### src/rtl/usb_rx_pkg.sv
`default_nettype none
// ============================================================================
// Module      : usb_rx_pkg
// Description : Shared types and constants for the USB receive bit timer.
// Revision    : 1.0 - initial release
// ============================================================================
package usb_rx_pkg;

  // Receive bit timer FSM states
  typedef enum logic [0:0] {
    IDLE = 1'b0,
    RUN  = 1'b1
  } rx_timer_state_t;

  // Number of consecutive 1s after which the transmitter inserts a stuffed 0
  localparam int STUFF_LIMIT = 6;

  // Default bit period in system clocks and the derived mid-bit sample phase
  localparam int DEFAULT_CLKS_PER_BIT = 8;
  localparam int DEFAULT_SAMPLE_PT    = DEFAULT_CLKS_PER_BIT / 2;

endpackage
`default_nettype wire

### src/rtl/rx_phase_counter.sv
`default_nettype none
// ============================================================================
// Module      : rx_phase_counter
// Description : Bit-phase counter. Counts 1..rollover_val and wraps to 1.
//               clear forces 0 (idle), load forces 1 (resync), enable
//               advances the count. Priority: clear > load > enable.
// Revision    : 1.0 - initial release
// ============================================================================
module rx_phase_counter #(
  parameter int CNT_BITS = 4
) (
  input  logic                clk,
  input  logic                n_rst,
  input  logic                clear,
  input  logic                load,
  input  logic                enable,
  input  logic [CNT_BITS-1:0] rollover_val,
  output logic [CNT_BITS-1:0] count
);

  localparam logic [CNT_BITS-1:0] ONE = CNT_BITS'(1);

  logic [CNT_BITS-1:0] r_count;

  // Phase register: clear to 0, load to 1, otherwise count and wrap to 1
  always_ff @(posedge clk or negedge n_rst) begin
    if (!n_rst) begin
      r_count <= '0;
    end else if (clear) begin
      r_count <= '0;
    end else if (load) begin
      r_count <= ONE;
    end else if (enable) begin
      r_count <= (r_count == rollover_val) ? ONE : r_count + ONE;
    end
  end

  assign count = r_count;

endmodule
`default_nettype wire

### src/rtl/rx_bit_timer.sv
`default_nettype none
// ============================================================================
// Module      : rx_bit_timer
// Description : USB receive bit timing. Recovers the mid-bit sample point
//               from line edges, strobes shift_enable once per data bit,
//               drops stuffed bits (stuff_skip), counts bits per byte and
//               flags byte boundaries.
//               Build option RX_STUFF_CHECK_EN: when defined, stuff_err
//               pulses for a stuffed bit received as 1; otherwise stuff_err
//               is tied low.
// Revision    : 1.0 - initial release
// ============================================================================
module rx_bit_timer
  import usb_rx_pkg::*;
#(
  parameter int CLKS_PER_BIT = DEFAULT_CLKS_PER_BIT,
  parameter int CNT_BITS     = 4
) (
  input  logic       clk,
  input  logic       n_rst,
  input  logic       rcving,
  input  logic       d_edge,
  input  logic       d_orig,
  output logic       shift_enable,
  output logic       stuff_skip,
  output logic       byte_received,
  output logic [2:0] bit_cnt,
  output logic       stuff_err
);

  localparam logic [CNT_BITS-1:0] ROLLOVER_VAL = CNT_BITS'(CLKS_PER_BIT);
  localparam logic [CNT_BITS-1:0] SAMPLE_PT    = CNT_BITS'(CLKS_PER_BIT / 2);
  localparam logic [2:0]          STUFF_RUN    = 3'(STUFF_LIMIT);

  rx_timer_state_t     r_state;
  rx_timer_state_t     w_next_state;
  logic [CNT_BITS-1:0] w_phase;
  logic                w_phase_clear;
  logic                w_phase_load;
  logic                w_phase_enable;
  logic                w_sample;
  logic                w_shift;
  logic                w_skip;
  logic [2:0]          r_ones_run;
  logic [2:0]          r_bit_cnt;
  logic                r_byte_received;

  rx_phase_counter #(
    .CNT_BITS (CNT_BITS)
  ) u_phase (
    .clk          (clk),
    .n_rst        (n_rst),
    .clear        (w_phase_clear),
    .load         (w_phase_load),
    .enable       (w_phase_enable),
    .rollover_val (ROLLOVER_VAL),
    .count        (w_phase)
  );

  // FSM state register
  always_ff @(posedge clk or negedge n_rst) begin
    if (!n_rst) begin
      r_state <= IDLE;
    end else begin
      r_state <= w_next_state;
    end
  end

  // Next state, phase counter control, and sample decode from registered state
  always_comb begin
    w_next_state   = r_state;
    w_phase_clear  = 1'b0;
    w_phase_load   = 1'b0;
    w_phase_enable = 1'b0;
    case (r_state)
      IDLE: begin
        if (rcving && d_edge) begin
          w_next_state = RUN;
          w_phase_load = 1'b1;
        end else begin
          w_phase_clear = 1'b1;
        end
      end
      RUN: begin
        if (!rcving) begin
          w_next_state  = IDLE;
          w_phase_clear = 1'b1;
        end else begin
          w_phase_enable = 1'b1;
          w_phase_load   = d_edge;
        end
      end
      default: begin
        w_next_state  = IDLE;
        w_phase_clear = 1'b1;
      end
    endcase
    // Strobes depend only on state, phase and ones_run, never on inputs
    w_sample = (r_state == RUN) && (w_phase == SAMPLE_PT);
    w_shift  = w_sample && (r_ones_run != STUFF_RUN);
    w_skip   = w_sample && (r_ones_run == STUFF_RUN);
  end

  // Ones run length, bit count and byte boundary; frozen when rcving drops
  always_ff @(posedge clk or negedge n_rst) begin
    if (!n_rst) begin
      r_ones_run      <= '0;
      r_bit_cnt       <= '0;
      r_byte_received <= 1'b0;
    end else begin
      r_byte_received <= w_shift && rcving && (r_bit_cnt == 3'd7);
      if ((r_state == RUN) && !rcving) begin
        r_ones_run <= '0;
        r_bit_cnt  <= '0;
      end else if (w_shift && rcving) begin
        r_bit_cnt  <= r_bit_cnt + 3'd1;
        r_ones_run <= d_orig ? r_ones_run + 3'd1 : 3'd0;
      end else if (w_skip && rcving) begin
        r_ones_run <= '0;
      end
    end
  end

`ifdef RX_STUFF_CHECK_EN
  logic r_stuff_err;

  // A stuffed bit must be 0; a 1 here is a bit-stuff violation
  always_ff @(posedge clk or negedge n_rst) begin
    if (!n_rst) begin
      r_stuff_err <= 1'b0;
    end else begin
      r_stuff_err <= w_skip && rcving && d_orig;
    end
  end

  assign stuff_err = r_stuff_err;
`else
  assign stuff_err = 1'b0;
`endif

  assign shift_enable  = w_shift;
  assign stuff_skip    = w_skip;
  assign byte_received = r_byte_received;
  assign bit_cnt       = r_bit_cnt;

endmodule
`default_nettype wire

### config.mk
export PLATFORM = sky130hd
export DESIGN_NAME = rx_bit_timer
export DESIGN_NICKNAME = d
export VERILOG_FILES = /design/src/rtl/usb_rx_pkg.sv /design/src/rtl/rx_phase_counter.sv /design/src/rtl/rx_bit_timer.sv
export SDC_FILE = /design/constraint.sdc
export NUM_CORES = 1
export LEC_CHECK = 0
export BUFFER_PORTS_ARGS = -buffer_cell sky130_fd_sc_hd__buf_2
export CORE_AREA = 3 3 40 42
export CTS_BUF_LIST = sky130_fd_sc_hd__clkbuf_4
export DETAILED_ROUTE_END_ITERATION = 7
export DIE_AREA = 0 0 43 45
export GPL_TIMING_DRIVEN = 0
export HOLD_SLACK_MARGIN = 0.1
export PLACE_DENSITY = 0.8
export SYNTH_ARGS = -nofsm -noshare
export SYNTH_HDL_FRONTEND = slang
export SYNTH_SLANG_ARGS = --single-unit
export TNS_END_PERCENT = 30
### constraint.sdc
create_clock -name clk -period 1.95 [get_ports clk]
set_clock_uncertainty 0.15 [all_clocks]
set_input_delay 0.39 -clock clk [delete_from_list [all_inputs] [get_ports clk]]
set_output_delay 0.39 -clock clk [all_outputs]
set_load 0.03 [all_outputs]
# After elaboration in Yosys (flattened, before gate mapping)
# Cells that the tools add are included.
# totals
mem_count	0
output_inout_bits	7
in_bits	5
latchBits	0
wordCells	45
ram_bits	0
romBits	0
reg_bits	12
# op_classes
order_cmp	0
shifts	0
bitwise_logic	1
n_div	0
addsub	3
mul	0
n_eq_ne	5
mux	19
n_reduce_logical	12
# op_table
op	n
3-bit 2-to-1 mux	6
4-bit 2-to-1 mux	4
1-bit logical AND	8
3-bit by 1-bit adder with 3-bit output, second input constant	2
3-bit equality test, second input constant	2
1-bit 2-to-1 mux	6
1-bit one-hot mux with 2 select lines	3
3-bit nonzero test	2
4-bit by 1-bit adder with 4-bit output, second input constant	1
4-bit by 3-bit equality test with 1-bit output, second input constant	1
4-bit equality test, second input constant	1
3-bit != test, second input constant	1
2-bit nonzero test	1
1-bit logical NOT	1
1-bit NOT	1

# Depth between registers and ports, before layout
# logic_depth
depth_word	7
ltp_mapped	5
depth_no_buf	5

# Hierarchy
# A second synthesis with hierarchy kept.
# hier_totals
cells_unflattened	77
hier_area_um2	755.7
# modules_own_cells
module	seq_area_each_um2	area_each_um2	n_inst	cells_each
rx_bit_timer	200.2	491.7	1	49
rx_phase_counter	100.1	264.0	1	28

# Worst setup path after synthesis
# No wires, ideal clock.
# synth_path
kind	register to output
start	register u_phase.r_count[0] (netlist: u_phase.count[0])
end	output stuff_skip
t_arrival_ns	1.247
required_ns	1.410
path_slack_ns	0.163
path_buffers	0
stages_incl_launch_ff	5
cell_sequence	dfrtp_1 > inv_1 > ha_1 > nand4b_2 > nor2_1
# synth_via
elab_chain_cells	3
# synth_rtl
element	line_no	rtl
start, declared	rx_phase_counter.sv:23	logic [CNT_BITS-1:0] r_count;
start signal, assigned	rx_phase_counter.sv:34	r_count <= (r_count == rollover_val) ? ONE : r_count + ONE;
4-bit by 3-bit equality test with 1-bit output	rx_bit_timer.sv:99	w_sample = (r_state == RUN) && (w_phase == SAMPLE_PT);
1-bit logical AND	rx_bit_timer.sv:99	
1-bit logical AND	rx_bit_timer.sv:101	w_skip = w_sample && (r_ones_run == STUFF_RUN);
end, declared	rx_bit_timer.sv:25	output logic stuff_skip,
# Every way passes these cells.

# Worst setup path after layout
# layout_path
start	register u_phase.r_count[1] (netlist: u_phase.count[1])
end	output shift_enable
# layout_via
elab_chain_cells	3
# layout_rtl
element	line_no	rtl
4-bit by 3-bit equality test with 1-bit output	rx_bit_timer.sv:99	
1-bit logical AND	rx_bit_timer.sv:99	
1-bit logical AND	rx_bit_timer.sv:100	w_shift = w_sample && (r_ones_run != STUFF_RUN);
end, declared	rx_bit_timer.sv:24	output logic shift_enable,
# Every way passes these cells.

==> flow_metrics.py <==
metrics = {
    "synthesis": {
        "synth_largest_area_cell": "dfrtp_1",
        "synth_edf_count": 0,
        "synthTopCellsByArea": "dfrtp_1 43%, ha_1 11%, nand2_1 3.2%",
        "ys_warn_count": 0,
        "syn_area_per_cell_sq_um": 10.23,
        "synth-seq-cells": 12,
        "netlist.area_leader.share_pct": 43.17,
        "synth_area_sq_um": 695.7,
        "synthCells": 68,
        "synth-seq-area-share_pct": 43.17,
        "async_reset_ff_share_pct": 100.0,
        "synth_cell_types": 31,
        "synth_nets": 79,
        "synthTopCellsByCount": "12 x dfrtp_1, 6 x ha_1, 6 x nand2_1",
        "synth_most_common_cell": "dfrtp_1",
        "synth_flop_cell": "dfrtp_1",
    },
    "clocking": {
        "clk_pin_slew_worst_paths_ns": 0.07,
        "root_buffer": "clkbuf_4",
        "clk_latency_ns": 0.27,
        "cts_tree": "done",
        "cts_max_level": 1,
        "cts_buffers": 3,
        "cts_sinks": 12,
        "clk_path_buf_depth": 2,
    },
    "timing": {
        "slew_violations": 0,
        "fmax_mhz": 518.7,
        "holdWs_ns": 0.2185,
        "fin_crit_ns": 1.928,
        "hold_violations": 0,
        "rsz0062_at_grt": "true",
        "setup_viol": 0,
        "finalCritPeriodShare_pct": 98.86,
    },
    "outcome": {
        "status": "finished, final reports clean",
    },
    "grt": {
        "grt_overflow_total": 0,
        "grt_pass1_vias": 577,
        "grt_max_degree": 13,
        "antenna_found_initial": 0,
        "grt_pass1_wl_um": 2304,
        "track_usage_pct": 16.43,
    },
    "die": {
        "start_util_pct": 54.14,
        "chipWidth_um": 43,
        "core_sq_mm": 0.001285,
        "die_h_um": 45,
        "row_count": 13,
        "dieArea_sq_mm": 0.001935,
        "ios": 12,
    },
    "pwr": {
        "clockPowerShare_pct": 34.9,
        "p_seq_share_pct": 55.9,
        "p_sw_uw": 115.4,
        "finalPower_uw": 459.6,
        "cellPowerDensity_mw_per_mm2": 518.0,
        "cell_internal_pwr_uw": 344.1,
        "peakVddDrop_uv": 443.6,
        "p_comb_share_pct": 9.2,
        "power.leakage_uw": 0.0004141,
        "p_sw_share_pct": 25.12,
    },
    "final_layout": {
        "area_growth_pct": 27.52,
        "multiInputGateArea_sq_um": 400.4,
        "antenna-diode-count": 0,
        "fillers": 96,
        "seq_area_sq_um": 300.3,
        "stdcell_area_sq_um": 887.1,
        "post_route_cells_drive_above_1_share_pct": 35.23,
        "nets": 100,
    },
    "setup_path": {
        "rr_worst_depth": 6,
        "critical_path_class": "register to primary output",
        "critPathLaunchType": "register",
        "cp.arrival_ns": 1.39,
        "cp-end-kind": "primary output",
        "cp_max_fo": 4,
        "required_ns": 1.41,
        "r2r_slack_ns": 0.42,
    },
    "job": {
        "drv_cap": 0,
    },
    "min_path": {
        "min_delay_path_depth": 2,
        "hold_path.class": "primary input to register",
    },
    "placed_design": {
        "place_congestion": 0.7325,
        "dp_hpwl_um": 963.8,
        "placed_cell_area_sq_um": 764.5,
        "port_buffers": 10,
    },
    "drt": {
        "ant_nets": 0,
        "viasPerCell": 5.650,
        "first_pass_iters": 4,
        "drc": 0,
        "vias": 582,
        "route.detailed.wl_per_inst_um": 14.85,
        "first_iter_violations": 13,
        "totalWireLength_um": 1530,
    },
}
==> final timing paths <==
| path | to | start |
|---|---|---|
| setup / recovery | shift_enable | u_phase.count[1]$_DFFE_PN0P_ |
| hold / removal | u_phase.count[0]$_DFFE_PN0P_ | d_edge |
| setup reg to reg | bit_cnt[0]$_DFFE_PN0P_ | u_phase.count[1]$_DFFE_PN0P_ |
| hold reg to reg | r_ones_run[0]$_DFFE_PN0P_ | r_ones_run[0]$_DFFE_PN0P_ |
| max in group asynchronous | u_phase.count[1]$_DFFE_PN0P_ | n_rst |
| min in group asynchronous | bit_cnt[1]$_DFFE_PN0P_ | n_rst |
==> stage by stage <==
step,TNS (ns),cells,setup slack (ns),util [%]
after floorplan,0,68,0.1635,-
after global placement,0,93,0.05639,59.49
after detailed placement,0,93,0.01817,59.49
after CTS,0,100,0.002330,66.41
after global routing,-0.06311,103,-0.04768,69.04
final,0,103,0.02221,69.04
==> cell usage in the layout, fill, tap and decap left out, types with 2 or more instances in the layout <==
cell type  netlist  final
o21ai_1          3      3
inv_2            0      2
buf_4            1      6
nand3_1          3      3
nand3b_1         2      2
buf_2            1      9
inv_1            5      3
ha_1             6      4
buf_6            0      2
o21a_1           2      2
clkbuf_4         0      3
nand2_1          6      5
a21oi_1          2      2
dfrtp_1         12     12
nand4_1          3      3
nor2_1           3      2
o211ai_1         2      2
==> cell families (layout without fill, tap and decap cells) <==
logic type / after synthesis / in the layout / synth area share (%)
buffers and inverters: 7 / 27 / 4.496
AND/OR/NAND/NOR: 27 / 27 / 24.64
other: 1 / 1 / 0.5391
AO/OA/AOI/OAI: 14 / 14 / 15.11
flip-flops: 12 / 12 / 43.17
adder cells (fa/ha/maj): 6 / 6 / 10.79
XOR/XNOR: 1 / 1 / 1.259
==> sequential cells by signal, indices dropped and copies added (netlist names) <==
register and flops:
r_state 1, bit_cnt 3, u_phase.count 4, byte_received 1
r_ones_run 3
==> area by class of cell <==
| class | instances | share of cell area [%] |
|---|---|---|
| Clock buffer | 3 | 2.539 |
| Tap cell | 15 | 2.116 |
| Multi-Input combinational cell | 49 | 45.13 |
| Sequential cell | 12 | 33.85 |
| Timing Repair Buffer | 16 | 12.41 |
| Inverter | 5 | 2.116 |
| Buffer | 2 | 1.410 |
| Clock inverter | 1 | 0.4231 |
==> power by group through the flow <==
stage / clock network [uW] / logic [uW] / registers [uW]
2_1_floorplan: 0 / 20.1 / 261
4_1_cts: 163 / 41.9 / 256
5_1_grt: 172 / 46.8 / 257
3_3_place_gp: 0 / 32.1 / 261
3_5_place_dp: 0 / 33.1 / 262
6_report: 160 / 42.3 / 257
==> critical path: stages (launching register included) <==
cell,delay (ns)
dfrtp_1,0.41
inv_2,0.08
ha_4,0.15
nand4b_4,0.15
a21oi_4,0.17
buf_6,0.15
==> repair_timing <==
action,CTS,global route
hold endpoints to repair,12,0
gates resized for setup,7,6
pin swaps,0,0
hold buffers,1,0
gates cloned,0,0
setup endpoints to repair,2,2
setup buffers,2,3
==> routing by layer <==
layer  track usage [%]  wire length (um)  share of wire (%)  vias to the layer above
met4             10.84                32                2.1                        0
li1                  -                 -                  -                      283
met2             29.34               802                 52                       14
met5                 0                 0                  0                        -
met3             3.984                56                3.7                        6
met1             17.22               638                 42                      279
Power figures use the tool's default switching activity.
